==> src/rtl/coffee_brew_sequencer_if.sv <==
// ----------------------------------------------------------------------------
// coffee_brew_sequencer_if : request inputs and display/actuator outputs
// Rev 1.0
// ----------------------------------------------------------------------------
`default_nettype none

interface coffee_brew_sequencer_if;
  logic       start;
  logic [1:0] coffee_sel;
  logic       sugar;
  logic       cancel;
  logic [3:0] type_char;
  logic [3:0] state_char;
  logic       water_on;
  logic       coffee_on;
  logic       milk_on;
  logic       sugar_on;
  logic       foam_on;
  logic       busy;
  logic       done;

  modport slave (
    input  start, coffee_sel, sugar, cancel,
    output type_char, state_char, water_on, coffee_on, milk_on,
           sugar_on, foam_on, busy, done
  );

  modport master (
    output start, coffee_sel, sugar, cancel,
    input  type_char, state_char, water_on, coffee_on, milk_on,
           sugar_on, foam_on, busy, done
  );
endinterface

`default_nettype wire

==> src/rtl/coffee_brew_sequencer.sv <==
// ----------------------------------------------------------------------------
// coffee_brew_sequencer : timed recipe phase sequencer; CANCEL_EN enables abort
// Rev 1.0
// ----------------------------------------------------------------------------
`default_nettype none

module coffee_brew_sequencer #(
  parameter int T_WATER  = 8,
  parameter int T_COFFEE = 6,
  parameter int T_MILK   = 5,
  parameter int T_SUGAR  = 3,
  parameter int T_FOAM   = 4,
  parameter int T_FIN    = 2,
  parameter int CNT_W    = 16
) (
  input  logic                    clk,
  input  logic                    rst_n,
  coffee_brew_sequencer_if.slave  bus
);

  typedef enum logic [2:0] {
    ST_IDLE   = 3'd0,
    ST_AGUA   = 3'd1,
    ST_CAFE   = 3'd2,
    ST_LECHE  = 3'd3,
    ST_AZUCAR = 3'd4,
    ST_CREMA  = 3'd5,
    ST_FIN    = 3'd6
  } state_t;

  localparam logic [CNT_W-1:0] C_LD_WATER  = CNT_W'(T_WATER - 1);
  localparam logic [CNT_W-1:0] C_LD_COFFEE = CNT_W'(T_COFFEE - 1);
  localparam logic [CNT_W-1:0] C_LD_MILK   = CNT_W'(T_MILK - 1);
  localparam logic [CNT_W-1:0] C_LD_SUGAR  = CNT_W'(T_SUGAR - 1);
  localparam logic [CNT_W-1:0] C_LD_FOAM   = CNT_W'(T_FOAM - 1);
  localparam logic [CNT_W-1:0] C_LD_FIN    = CNT_W'(T_FIN - 1);

  state_t           r_state, w_state_nxt;
  logic [CNT_W-1:0] r_cnt, w_cnt_nxt;
  logic [1:0]       r_sel, w_sel_nxt;
  logic             r_sugar, w_sugar_nxt;
  logic             w_abort;

  logic [3:0]       r_type_char, w_type_char;
  logic [3:0]       r_state_char, w_state_char;
  logic [4:0]       r_act, w_act;
  logic             r_busy, w_busy;
  logic             r_done, w_done;

`ifdef CANCEL_EN
  assign w_abort = bus.cancel;
`else
  logic unused_cancel;
  assign unused_cancel = bus.cancel;
  assign w_abort       = 1'b0;
`endif

  function automatic logic [CNT_W-1:0] load_for(input state_t s);
    case (s)
      ST_AGUA:   load_for = C_LD_WATER;
      ST_CAFE:   load_for = C_LD_COFFEE;
      ST_LECHE:  load_for = C_LD_MILK;
      ST_AZUCAR: load_for = C_LD_SUGAR;
      ST_CREMA:  load_for = C_LD_FOAM;
      ST_FIN:    load_for = C_LD_FIN;
      default:   load_for = '0;
    endcase
  endfunction

  always_comb begin
    w_state_nxt = r_state;
    w_cnt_nxt   = r_cnt;
    w_sel_nxt   = r_sel;
    w_sugar_nxt = r_sugar;

    case (r_state)
      ST_IDLE: begin
        if (bus.start && (bus.coffee_sel != 2'd3)) begin
          w_state_nxt = ST_AGUA;
          w_sel_nxt   = bus.coffee_sel;
          w_sugar_nxt = bus.sugar;
        end
      end
      ST_FIN: begin
        if (r_cnt == '0) w_state_nxt = ST_IDLE;
      end
      default: begin
        if (w_abort) begin
          w_state_nxt = ST_FIN;
        end else if (r_cnt == '0) begin
          // Optional phases are skipped by falling through to the next one that applies.
          case (r_state)
            ST_AGUA:   w_state_nxt = ST_CAFE;
            ST_CAFE:   w_state_nxt = (r_sel != 2'd0) ? ST_LECHE :
                                     r_sugar         ? ST_AZUCAR :
                                     (r_sel == 2'd2) ? ST_CREMA : ST_FIN;
            ST_LECHE:  w_state_nxt = r_sugar         ? ST_AZUCAR :
                                     (r_sel == 2'd2) ? ST_CREMA : ST_FIN;
            ST_AZUCAR: w_state_nxt = (r_sel == 2'd2) ? ST_CREMA : ST_FIN;
            default:   w_state_nxt = ST_FIN;
          endcase
        end
      end
    endcase

    if (w_state_nxt != r_state) begin
      w_cnt_nxt = load_for(w_state_nxt);
    end else if (r_cnt != '0) begin
      w_cnt_nxt = r_cnt - CNT_W'(1);
    end

    // Outputs are decoded from the next state so they register alongside it.
    w_busy       = (w_state_nxt != ST_IDLE);
    w_done       = (w_state_nxt == ST_FIN);
    w_type_char  = w_busy ? {2'b00, w_sel_nxt} : 4'd15;
    w_state_char = 4'd15;
    w_act        = 5'b00000;
    case (w_state_nxt)
      ST_AGUA:   begin w_state_char = 4'd3; w_act = 5'b00001; end
      ST_CAFE:   begin w_state_char = 4'd4; w_act = 5'b00010; end
      ST_LECHE:  begin w_state_char = 4'd5; w_act = 5'b00100; end
      ST_AZUCAR: begin w_state_char = 4'd6; w_act = 5'b01000; end
      ST_CREMA:  begin w_state_char = 4'd7; w_act = 5'b10000; end
      ST_FIN:    begin w_state_char = 4'd8; end
      default:   begin w_state_char = 4'd15; end
    endcase
  end

  always_ff @(posedge clk) begin
    if (!rst_n) begin
      r_state      <= ST_IDLE;
      r_cnt        <= '0;
      r_sel        <= 2'd0;
      r_sugar      <= 1'b0;
      r_type_char  <= 4'd15;
      r_state_char <= 4'd15;
      r_act        <= 5'b00000;
      r_busy       <= 1'b0;
      r_done       <= 1'b0;
    end else begin
      r_state      <= w_state_nxt;
      r_cnt        <= w_cnt_nxt;
      r_sel        <= w_sel_nxt;
      r_sugar      <= w_sugar_nxt;
      r_type_char  <= w_type_char;
      r_state_char <= w_state_char;
      r_act        <= w_act;
      r_busy       <= w_busy;
      r_done       <= w_done;
    end
  end

  assign bus.type_char  = r_type_char;
  assign bus.state_char = r_state_char;
  assign bus.water_on   = r_act[0];
  assign bus.coffee_on  = r_act[1];
  assign bus.milk_on    = r_act[2];
  assign bus.sugar_on   = r_act[3];
  assign bus.foam_on    = r_act[4];
  assign bus.busy       = r_busy;
  assign bus.done       = r_done;

endmodule

`default_nettype wire
==> src/flat_wrapper.sv <==
// flat-port wrapper written by rule: the top's interface ports become plain ports
module coffee_brew_sequencer_flat 
#(
  parameter int T_WATER  = 8,
  parameter int T_COFFEE = 6,
  parameter int T_MILK   = 5,
  parameter int T_SUGAR  = 3,
  parameter int T_FOAM   = 4,
  parameter int T_FIN    = 2,
  parameter int CNT_W    = 16
)
  (clk, rst_n, bus_start, bus_coffee_sel, bus_sugar, bus_cancel, bus_type_char, bus_state_char, bus_water_on, bus_coffee_on, bus_milk_on, bus_sugar_on, bus_foam_on, bus_busy, bus_done);
  coffee_brew_sequencer_if bus_i ();
  input  logic clk;
  input  logic rst_n;
  input wire logic [$bits(bus_i.start)-1:0] bus_start;
  input wire logic [$bits(bus_i.coffee_sel)-1:0] bus_coffee_sel;
  input wire logic [$bits(bus_i.sugar)-1:0] bus_sugar;
  input wire logic [$bits(bus_i.cancel)-1:0] bus_cancel;
  output wire logic [$bits(bus_i.type_char)-1:0] bus_type_char;
  output wire logic [$bits(bus_i.state_char)-1:0] bus_state_char;
  output wire logic [$bits(bus_i.water_on)-1:0] bus_water_on;
  output wire logic [$bits(bus_i.coffee_on)-1:0] bus_coffee_on;
  output wire logic [$bits(bus_i.milk_on)-1:0] bus_milk_on;
  output wire logic [$bits(bus_i.sugar_on)-1:0] bus_sugar_on;
  output wire logic [$bits(bus_i.foam_on)-1:0] bus_foam_on;
  output wire logic [$bits(bus_i.busy)-1:0] bus_busy;
  output wire logic [$bits(bus_i.done)-1:0] bus_done;
  assign bus_i.start = bus_start;
  assign bus_i.coffee_sel = bus_coffee_sel;
  assign bus_i.sugar = bus_sugar;
  assign bus_i.cancel = bus_cancel;
  assign bus_type_char = bus_i.type_char;
  assign bus_state_char = bus_i.state_char;
  assign bus_water_on = bus_i.water_on;
  assign bus_coffee_on = bus_i.coffee_on;
  assign bus_milk_on = bus_i.milk_on;
  assign bus_sugar_on = bus_i.sugar_on;
  assign bus_foam_on = bus_i.foam_on;
  assign bus_busy = bus_i.busy;
  assign bus_done = bus_i.done;
  coffee_brew_sequencer #(.T_WATER(T_WATER), .T_COFFEE(T_COFFEE), .T_MILK(T_MILK), .T_SUGAR(T_SUGAR), .T_FOAM(T_FOAM), .T_FIN(T_FIN), .CNT_W(CNT_W)) u_core (.clk(clk), .rst_n(rst_n), .bus(bus_i));
endmodule
==> config.mk <==
export PLATFORM = sky130hd
export DESIGN_NAME = coffee_brew_sequencer_flat
export DESIGN_NICKNAME = d
export VERILOG_FILES = /design/src/rtl/coffee_brew_sequencer_if.sv /design/src/rtl/coffee_brew_sequencer.sv /design/src/flat_wrapper.sv
export SDC_FILE = /design/constraint.sdc
export NUM_CORES = 1
export LEC_CHECK = 0
export BUFFER_PORTS_ARGS = -buffer_cell sky130_fd_sc_hd__buf_2
export CAP_MARGIN = 20
export CORE_MARGIN = 10
export CORE_UTILIZATION = 25
export DETAILED_ROUTE_END_ITERATION = 10
export GPL_TIMING_DRIVEN = 0
export HOLD_SLACK_MARGIN = 0.1
export PLACE_DENSITY_LB_ADDON = 0.1
export SETUP_SLACK_MARGIN = 0.3
export SLEW_MARGIN = 10
export SYNTH_ARGS = -nofsm -noshare
export SYNTH_HDL_FRONTEND = slang
export SYNTH_SLANG_ARGS = --single-unit
export TNS_END_PERCENT = 20
==> constraint.sdc <==
create_clock -name clk -period 3.2 [get_ports clk]
set_clock_uncertainty 0.15 [all_clocks]
set_input_delay 0.64 -clock clk [delete_from_list [all_inputs] [get_ports clk]]
set_output_delay 0.64 -clock clk [all_outputs]
set_load 0.03 [all_outputs]
==> results of run 1 <==
==> area by class of cell <==
class	instances	area, um2
fillers	788	4740
clock inverters	1	30.0
flip-flops and latches	36	721
well taps	96	120
repair buffers	19	95.1
clock buffers	7	96.3
multi-input cells	150	990
plain buffers	13	72.6
inverters	10	37.5
==> report_power, final <==
| part | total [W] | switching [W] | internal [W] |
|---|---|---|---|
| combinational | 0.00130 | 0.000779 | 0.000525 |
| clock | 0.000442 | 0.000167 | 0.000275 |
| sequential | 0.000680 | 0.0000940 | 0.000586 |
==> kinds of logic (layout without fill, tap and decap cells) <==
family                     Yosys count  count (layout)  synth area share, %
AOI/OAI and AO/OA                   36              36                 14.6
xor gates and xnor gates            12              12                 5.80
adders and majority gates            5               5                 3.45
buffers and inverters               23              50                 6.07
DFF                                 36              36                 39.8
muxes                                3               3                 1.66
and+or+nand+nor                     94              94                 28.7
==> timing repair <==
action / in CTS / in global routing
endpoints found under the hold margin: 0 / 0
resized for setup: 0 / 2
endpoints found under the setup margin: 0 / 14
setup buffers: 0 / 0
==> flip-flops by register name (all words and copies together) (netlist names) <==
| signal | count |
|---|---|
| u_core.r_cnt | 16 |
| u_core.r_act | 5 |
| u_core.bus.state_char | 4 |
| u_core.bus.type_char | 3 |
| u_core.r_state | 3 |
| u_core.r_sel | 2 |
| u_core.bus.busy | 1 |
| u_core.bus.done | 1 |
| u_core.r_sugar | 1 |
==> cells in the mapped netlist, drive strengths merged <==
master,n,share of area (%)
dfxtp,36,40
nor2,34,7.2
a21oi,11,3.5
nand2,11,2.3
inv,10,2.1
nor3,10,2.8
o21ai,8,2.2
buf,7,2.8
and3,6,2.1
clkbuf,6,1.2
xnor2,6,2.9
xor2,6,2.9
and2,5,1.7
ha,5,3.5
nand3,5,1.4
o211ai,5,2.3
nand2b,4,1.5
nor4,4,2.2
mux2i,3,1.7
nand3b,2,0.83
nand4b,2,0.97
nor2b,2,0.69
nor4b,2,1.3
o21bai,2,0.83
o22ai,2,0.69
a21o,1,0.41
a221oi,1,0.48
a31o,1,0.48
and4,1,0.48
and4b,1,0.55
nand4,1,0.35
nand4bb,1,0.62
nor4bb,1,0.55
o2111a,1,0.69
o2111ai,1,0.48
o21a,1,0.41
o32a,1,0.55
o32ai,1,1.5
or3b,1,0.48
or4b,1,0.76
==> worst register-to-register path, stage by stage, from the launching register on <==
cell     delay [ns]
dfxtp_1        0.35
inv_1          0.09
ha_1           0.16
nor4b_2        0.29
and4_1         0.26
buf_6          0.14
a21oi_1        0.13
nor2_2         0.20
inv_1          0.08
ha_1           0.29
nor4_1         0.31
o21ai_1        0.08
==> layer usage <==
metal / up-vias / share of wire [%]
met4: 0 / 2.1
met3: 6 / 3.7
met1: 710 / 50
met5: - / 0
met2: 23 / 44
li1: 777 / -
==> metrics by stage <==
| step | area (um2) | power [W] | instances | utilization (%) |
|---|---|---|---|---|
| after detailed placement | 2030 | 0.00200 | 324 | 29.4 |
| after global routing | 2160 | 0.00265 | 332 | 31.3 |
| final | 2160 | 0.00243 | 332 | 31.3 |
| after CTS | 2150 | 0.00246 | 332 | 31.2 |
| after global placement | 2030 | 0.00201 | 324 | 29.4 |
| after floorplan | 1810 | 0.00171 | 209 | - |
==> final timing paths <==
| kind | to | slack (ns) |
|---|---|---|
| worst max register to register | u_core.bus.state_char[2]$_SDFF_PN1_ | 0.54 |
| worst min-delay path | u_core.r_cnt[10]$_SDFFE_PN0P_ | 0.34 |
| worst min register to register | u_core.r_cnt[10]$_SDFFE_PN0P_ | 0.34 |
| worst max-delay path | u_core.bus.state_char[2]$_SDFF_PN1_ | 0.54 |
==> results.py, run 1 <==
metrics = {
    "run_status": {
        "outcome": "complete, no violations",
    },
    "worst_setup_path": {
        "cp_cell_sequence": "inv_1 -> ha_1 -> nor4b_2 -> and4_1 -> buf_6 -> a21oi_1 -> nor2_2 -> inv_1 -> ha_1 -> nor4_1 -> o21ai_1",
        "cp-end-kind": "register",
        "worstPathMaxFanout": 7,
        "crit_buf_inv": 3,
        "regToRegStartpoint": "u_core.r_cnt[0]$_SDFFE_PN0P_",
        "crit_family": "simple AND/OR/NAND/NOR gates",
        "cp-start-kind": "register",
        "arrival_ns": 2.67,
        "crit_required_ns": 3.21,
        "cpMaxStageDelayCell": "dfxtp_1",
        "critPathKind": "reg2reg",
        "rr_worst_depth": 11,
        "cp.depth": 11,
        "crit_start": "u_core.r_cnt[0]$_SDFFE_PN0P_",
        "critPathMaxStageDelay_ns": 0.35,
    },
    "min_path": {
        "hold_start": "u_core.r_cnt[10]$_SDFFE_PN0P_",
        "hold_path_class": "reg2reg",
        "hold_depth": 2,
    },
    "sta": {
        "setup_viol_count_final": 0,
        "fmax_mhz": 375,
        "final_hold_viol_count": 0,
        "rsz0062_at_grt": "yes",
        "fin_ws_ns": 0.536,
        "slew_headroom_pct": 56.6,
        "fin_hold_ws_ns": 0.345,
        "worst_pin_slew_ns": 0.651,
        "setup-tns-final_ns": 0,
        "min_period_over_period_pct": 83.2,
        "period_needed_ns": 2.66,
        "slew_viol_final": 0,
    },
    "synth": {
        "avgSynthCellArea_um2": 8.67,
        "synth_area_um2": 1810,
        "ys_types": 49,
        "yosysSeqAreaShare_pct": 39.8,
        "synth-seq-cells": 36,
        "synthCells": 209,
        "ys_warn_count": 0,
        "syn-num-nets": 221,
    },
    "place": {
        "gp_congestion": 0.762,
        "place.port_buffers": 19,
        "dp_slack_ns": 0.201,
        "dpl.hpwl_um": 3140,
    },
    "cells_and_area": {
        "final_cell_mix": "36 x dfxtp_1, 32 x nor2_1, 23 x buf_2",
        "nNetsFinal": 247,
        "syn_to_final_growth_pct": 19.3,
        "diodes": 0,
        "layout-drive-gt1-share_pct": 19.9,
        "mostFrequentLayoutCell": "dfxtp_1",
    },
    "grt": {
        "grt_antenna_before_repair": 0,
        "grt.total_usage_pct": 7.95,
        "use_met3_pct": 2.52,
        "grt_overflow_total": 0,
        "busiest_layer": "met2",
        "grt_pass1_vias": 1438,
        "grt_max_degree": 12,
        "grt.met1_usage_pct": 10.7,
        "grt_pass1_wl_um": 7220,
        "met2_usage_pct": 11.2,
    },
    "floorplan": {
        "num_rows": 30,
        "dieHeight_um": 105,
        "die_w_um": 105,
        "initial_core_util_pct": 26.3,
        "io_pins": 22,
        "core-area_um2": 6910,
        "design.die.area_um2": 11100,
    },
    "power": {
        "vdd_drop_max_mv": 0.269,
        "powerDensity_nw_per_um2": 1120,
        "leakagePower_nw": 0.876,
    },
    "detailed_routing": {
        "via_per_inst": 4.57,
        "dr.first_iter.drc_count": 81,
        "dr.pass1.iters": 4,
        "ant_nets": 0,
        "drt-total-wl_um": 4230,
        "drc": 0,
        "via_count": 1516,
        "wire_per_inst_um": 12.7,
    },
    "job": {
        "maxCapViolCount": 0,
    },
    "clock_tree": {
        "cts_buffers": 5,
        "clk_pin_slew_worst_paths_ns": 0.07,
        "ctsRootBufferMaster": "clkbuf_8",
        "cts_tree": "built",
        "htree_num_levels": 2,
        "clk_latency_ns": 0.29,
        "cts_sinks": 36,
        "ctsHoldBuffers": 0,
        "clock_path_buffers": 2,
    },
}
No activity file was read; power rests on OpenSTA's default activity.
==> run 2, diff against run 1 <==
--- a/config.mk
+++ b/config.mk
@@ -5,6 +5,7 @@
 export SDC_FILE = /design/constraint.sdc
 export NUM_CORES = 1
 export LEC_CHECK = 0
+export ABC_AREA = 1
 export BUFFER_PORTS_ARGS = -buffer_cell sky130_fd_sc_hd__buf_2
 export CAP_MARGIN = 20
 export CORE_MARGIN = 10
==> constraint.sdc (replaced) <==
create_clock -name clk -period 2.5 [get_ports clk]
set_clock_uncertainty 0.15 [all_clocks]
set_input_delay 0.5 -clock clk [delete_from_list [all_inputs] [get_ports clk]]
set_output_delay 0.5 -clock clk [all_outputs]
set_load 0.03 [all_outputs]
==> run 2 against run 1 <==
Compared with the run above:
- non-clock buffer count unchanged
- die area rose by 4.5%
- area after synthesis is 5.5% higher
- count of clock-buffer cells in the layout shrank 2
- critical endpoint is now u_core.r_cnt[2]$_SDFFE_PN0P_
- setup slack lost 0.19 ns
- critical path depth increased by 3
- core utilization increased by 2.2 points
- register-to-register slack worse by 0.19 ns
- cell area grew 14%
==> results.py, run 2 <==
metrics = {
    "run_status": {
        "outcome": "complete, no violations",
    },
    "synth": {
        "yosys-top-cells-area": "dfxtp_1 38%, nor2_1 8.4%, nand2_1 7.7%",
        "yosysMostFrequentCell": "nor2_1",
        "synth_top_area_share_pct": 37.7,
        "synthTopCellsByCount": "43 x nor2_1, 39 x nand2_1, 36 x dfxtp_1",
        "ys_warn_count": 0,
        "synth-seq-cells": 36,
        "avgSynthCellArea_um2": 7.59,
        "ys_types": 35,
        "synth_top_cell_by_area": "dfxtp_1",
        "ys.flop_type": "dfxtp_1",
        "synthCells": 252,
        "synth-async-reset-ratio_pct": 0,
        "synth_area_um2": 1910,
        "syn-num-nets": 264,
        "yosysSeqAreaShare_pct": 37.7,
        "synth_edf_count": 0,
    },
    "worst_setup_path": {
        "crit_buf_inv": 2,
        "crit_family": "simple AND/OR/NAND/NOR gates",
        "cpMostUsedCell": "nand2_2",
        "critPathMaxStageDelay_ns": 0.31,
        "worstPathMaxFanout": 6,
        "arrival_ns": 2.18,
        "cpMaxStageDelayCell": "dfxtp_1",
        "cp-start-kind": "register",
        "cp_cell_sequence": "inv_2 -> ha_4 -> nand2_2 -> nor2_4 -> nand2_4 -> a21oi_2 -> nand2_2 -> nand2_4 -> inv_2 -> ha_1 -> nand2_2 -> nand3_1 -> nor2_2 -> nor3_2",
        "crit_required_ns": 2.52,
        "cp-end-kind": "register",
        "critPathKind": "reg2reg",
    },
    "place": {
        "gp_congestion": 0.745,
        "dp.cells": 370,
        "dpl.hpwl_um": 3420,
        "placed_cell_area_um2": 2130,
        "place.port_buffers": 19,
    },
    "sta": {
        "slew_viol_final": 0,
        "slew_headroom_pct": 69.9,
        "setup_viol_count_final": 0,
        "final_hold_viol_count": 0,
        "rsz0062_at_grt": "yes",
        "fmax_mhz": 463,
        "period_needed_ns": 2.16,
        "setup-tns-final_ns": 0,
        "worst_pin_slew_ns": 0.452,
        "min_period_over_period_pct": 86.3,
    },
    "cells_and_area": {
        "design_area_um2": 2450,
        "top_register": "u_core.r_cnt",
        "mostFrequentLayoutCell": "nor2_1",
        "largest_register_ffs": 16,
        "diodes": 0,
        "nFillCells": 785,
        "nNetsFinal": 300,
        "fin_cells": 388,
        "layout-drive-gt1-share_pct": 39.1,
        "final_cell_mix": "41 x nor2_1, 31 x nand2_1, 31 x dfxtp_1",
        "syn_to_final_growth_pct": 28.3,
    },
    "power": {
        "leakagePower_nw": 1.10,
        "vdd_drop_max_mv": 0.457,
        "powerDensity_nw_per_um2": 1490,
    },
    "detailed_routing": {
        "dr.pass1.iters": 4,
        "dr.first_iter.drc_count": 43,
        "drc": 0,
        "via_per_inst": 4.29,
        "ant_nets": 0,
        "drt-total-wl_um": 4680,
        "wire_per_inst_um": 12.1,
        "via_count": 1663,
    },
    "grt": {
        "grt_overflow_total": 0,
        "grt_antenna_before_repair": 0,
        "grt_pass1_wl_um": 7510,
        "grt.total_usage_pct": 7.90,
        "grt_max_degree": 13,
        "grt_pass1_vias": 1585,
    },
    "clock_tree": {
        "cts_buffers": 5,
        "htree_num_levels": 2,
        "ctsRootBufferMaster": "clkbuf_8",
        "cts_tree": "built",
        "clk_pin_slew_worst_paths_ns": 0.08,
        "cts_sinks": 36,
        "clk_latency_ns": 0.28,
        "ctsHoldBuffers": 0,
        "clock_path_buffers": 2,
    },
    "min_path": {
        "hold_path_class": "in2reg",
    },
    "floorplan": {
        "num_rows": 31,
        "io_pins": 22,
        "initial_core_util_pct": 26.1,
        "dieHeight_um": 107,
        "design.die.area_um2": 11600,
        "die_w_um": 107,
        "core-area_um2": 7330,
    },
    "job": {
        "maxCapViolCount": 0,
    },
}
==> run 2: cell type report <==
class	instances	area (um2)	area share (%)
plain buffers	4	27.5	1.12
clock buffers	5	68.8	2.80
clock inverters	3	42.5	1.73
inverters	29	121	4.94
multi-input cells	184	1180	48.1
flip-flops and latches	36	727	29.6
well taps	99	124	5.05
repair buffers	28	163	6.63
==> run 2: worst register-to-register path: cells and delay by family (launching register included) <==
family	cells	cell delay, ns
AND/OR/NAND/NOR	9	0.93
adder cells (fa/ha/maj)	2	0.36
flip-flops	1	0.31
buffers and inverters	2	0.16
AO/OA/AOI/OAI	1	0.14
==> run 2: worst paths after layout <==
kind,start,end,slack [ns],cells past startpoint
setup reg to reg,u_core.r_cnt[0]$_SDFFE_PN0P_,u_core.r_cnt[2]$_SDFFE_PN0P_,0.34,14
hold / removal,bus_sugar,u_core.r_sugar$_SDFFE_PN0P_,0.34,3
hold reg to reg,u_core.r_sugar$_SDFFE_PN0P_,u_core.r_sugar$_SDFFE_PN0P_,0.36,2
setup / recovery,u_core.r_cnt[0]$_SDFFE_PN0P_,u_core.r_cnt[2]$_SDFFE_PN0P_,0.34,14
==> run 2: kinds of logic after synthesis <==
group / count (synthesis) / synth area share (%)
buf+inv: 33 / 7.52
simple gates: 151 / 41.1
flops: 36 / 37.7
xor+xnor: 14 / 6.41
compound gates: 13 / 4.05
fa+ha+maj: 5 / 3.27
==> run 2: metrics by stage <==
stage	hold WS (ns)	utilization [%]	power (W)	worst slack, ns
floorplan	0.314	-	0.00241	0.441
global placement	0.364	29.1	0.00280	0.0712
detailed placement	0.357	29.1	0.00280	0.114
CTS	0.334	31.0	0.00338	0.302
global route	0.329	33.5	0.00401	0.221
finish	0.338	33.5	0.00366	0.342
==> run 2: routing by layer <==
| layer | vias up | part of all wire (%) | track usage (%) |
|---|---|---|---|
| met3 | 4 | 5.3 | 3.29 |
| met5 | - | 0 | 0 |
| met1 | 757 | 48 | 9.66 |
| li1 | 877 | - | - |
| met4 | 0 | 0.75 | 2.00 |
| met2 | 25 | 46 | 12.5 |
==> run 2: power breakdown <==
group          leakage [nW]  total, W  internal (W)  switching (W)
logic                 0.749   0.00232      0.000861        0.00146
clock network        0.0541  0.000511      0.000295       0.000216
registers             0.297  0.000823      0.000722       0.000102
==> run 2: repair_timing <==
item	CTS	global route
pin swaps	2	16
gates cloned	0	1
setup buffers	0	9
endpoints found under the setup margin	15	24
resized for setup	11	29
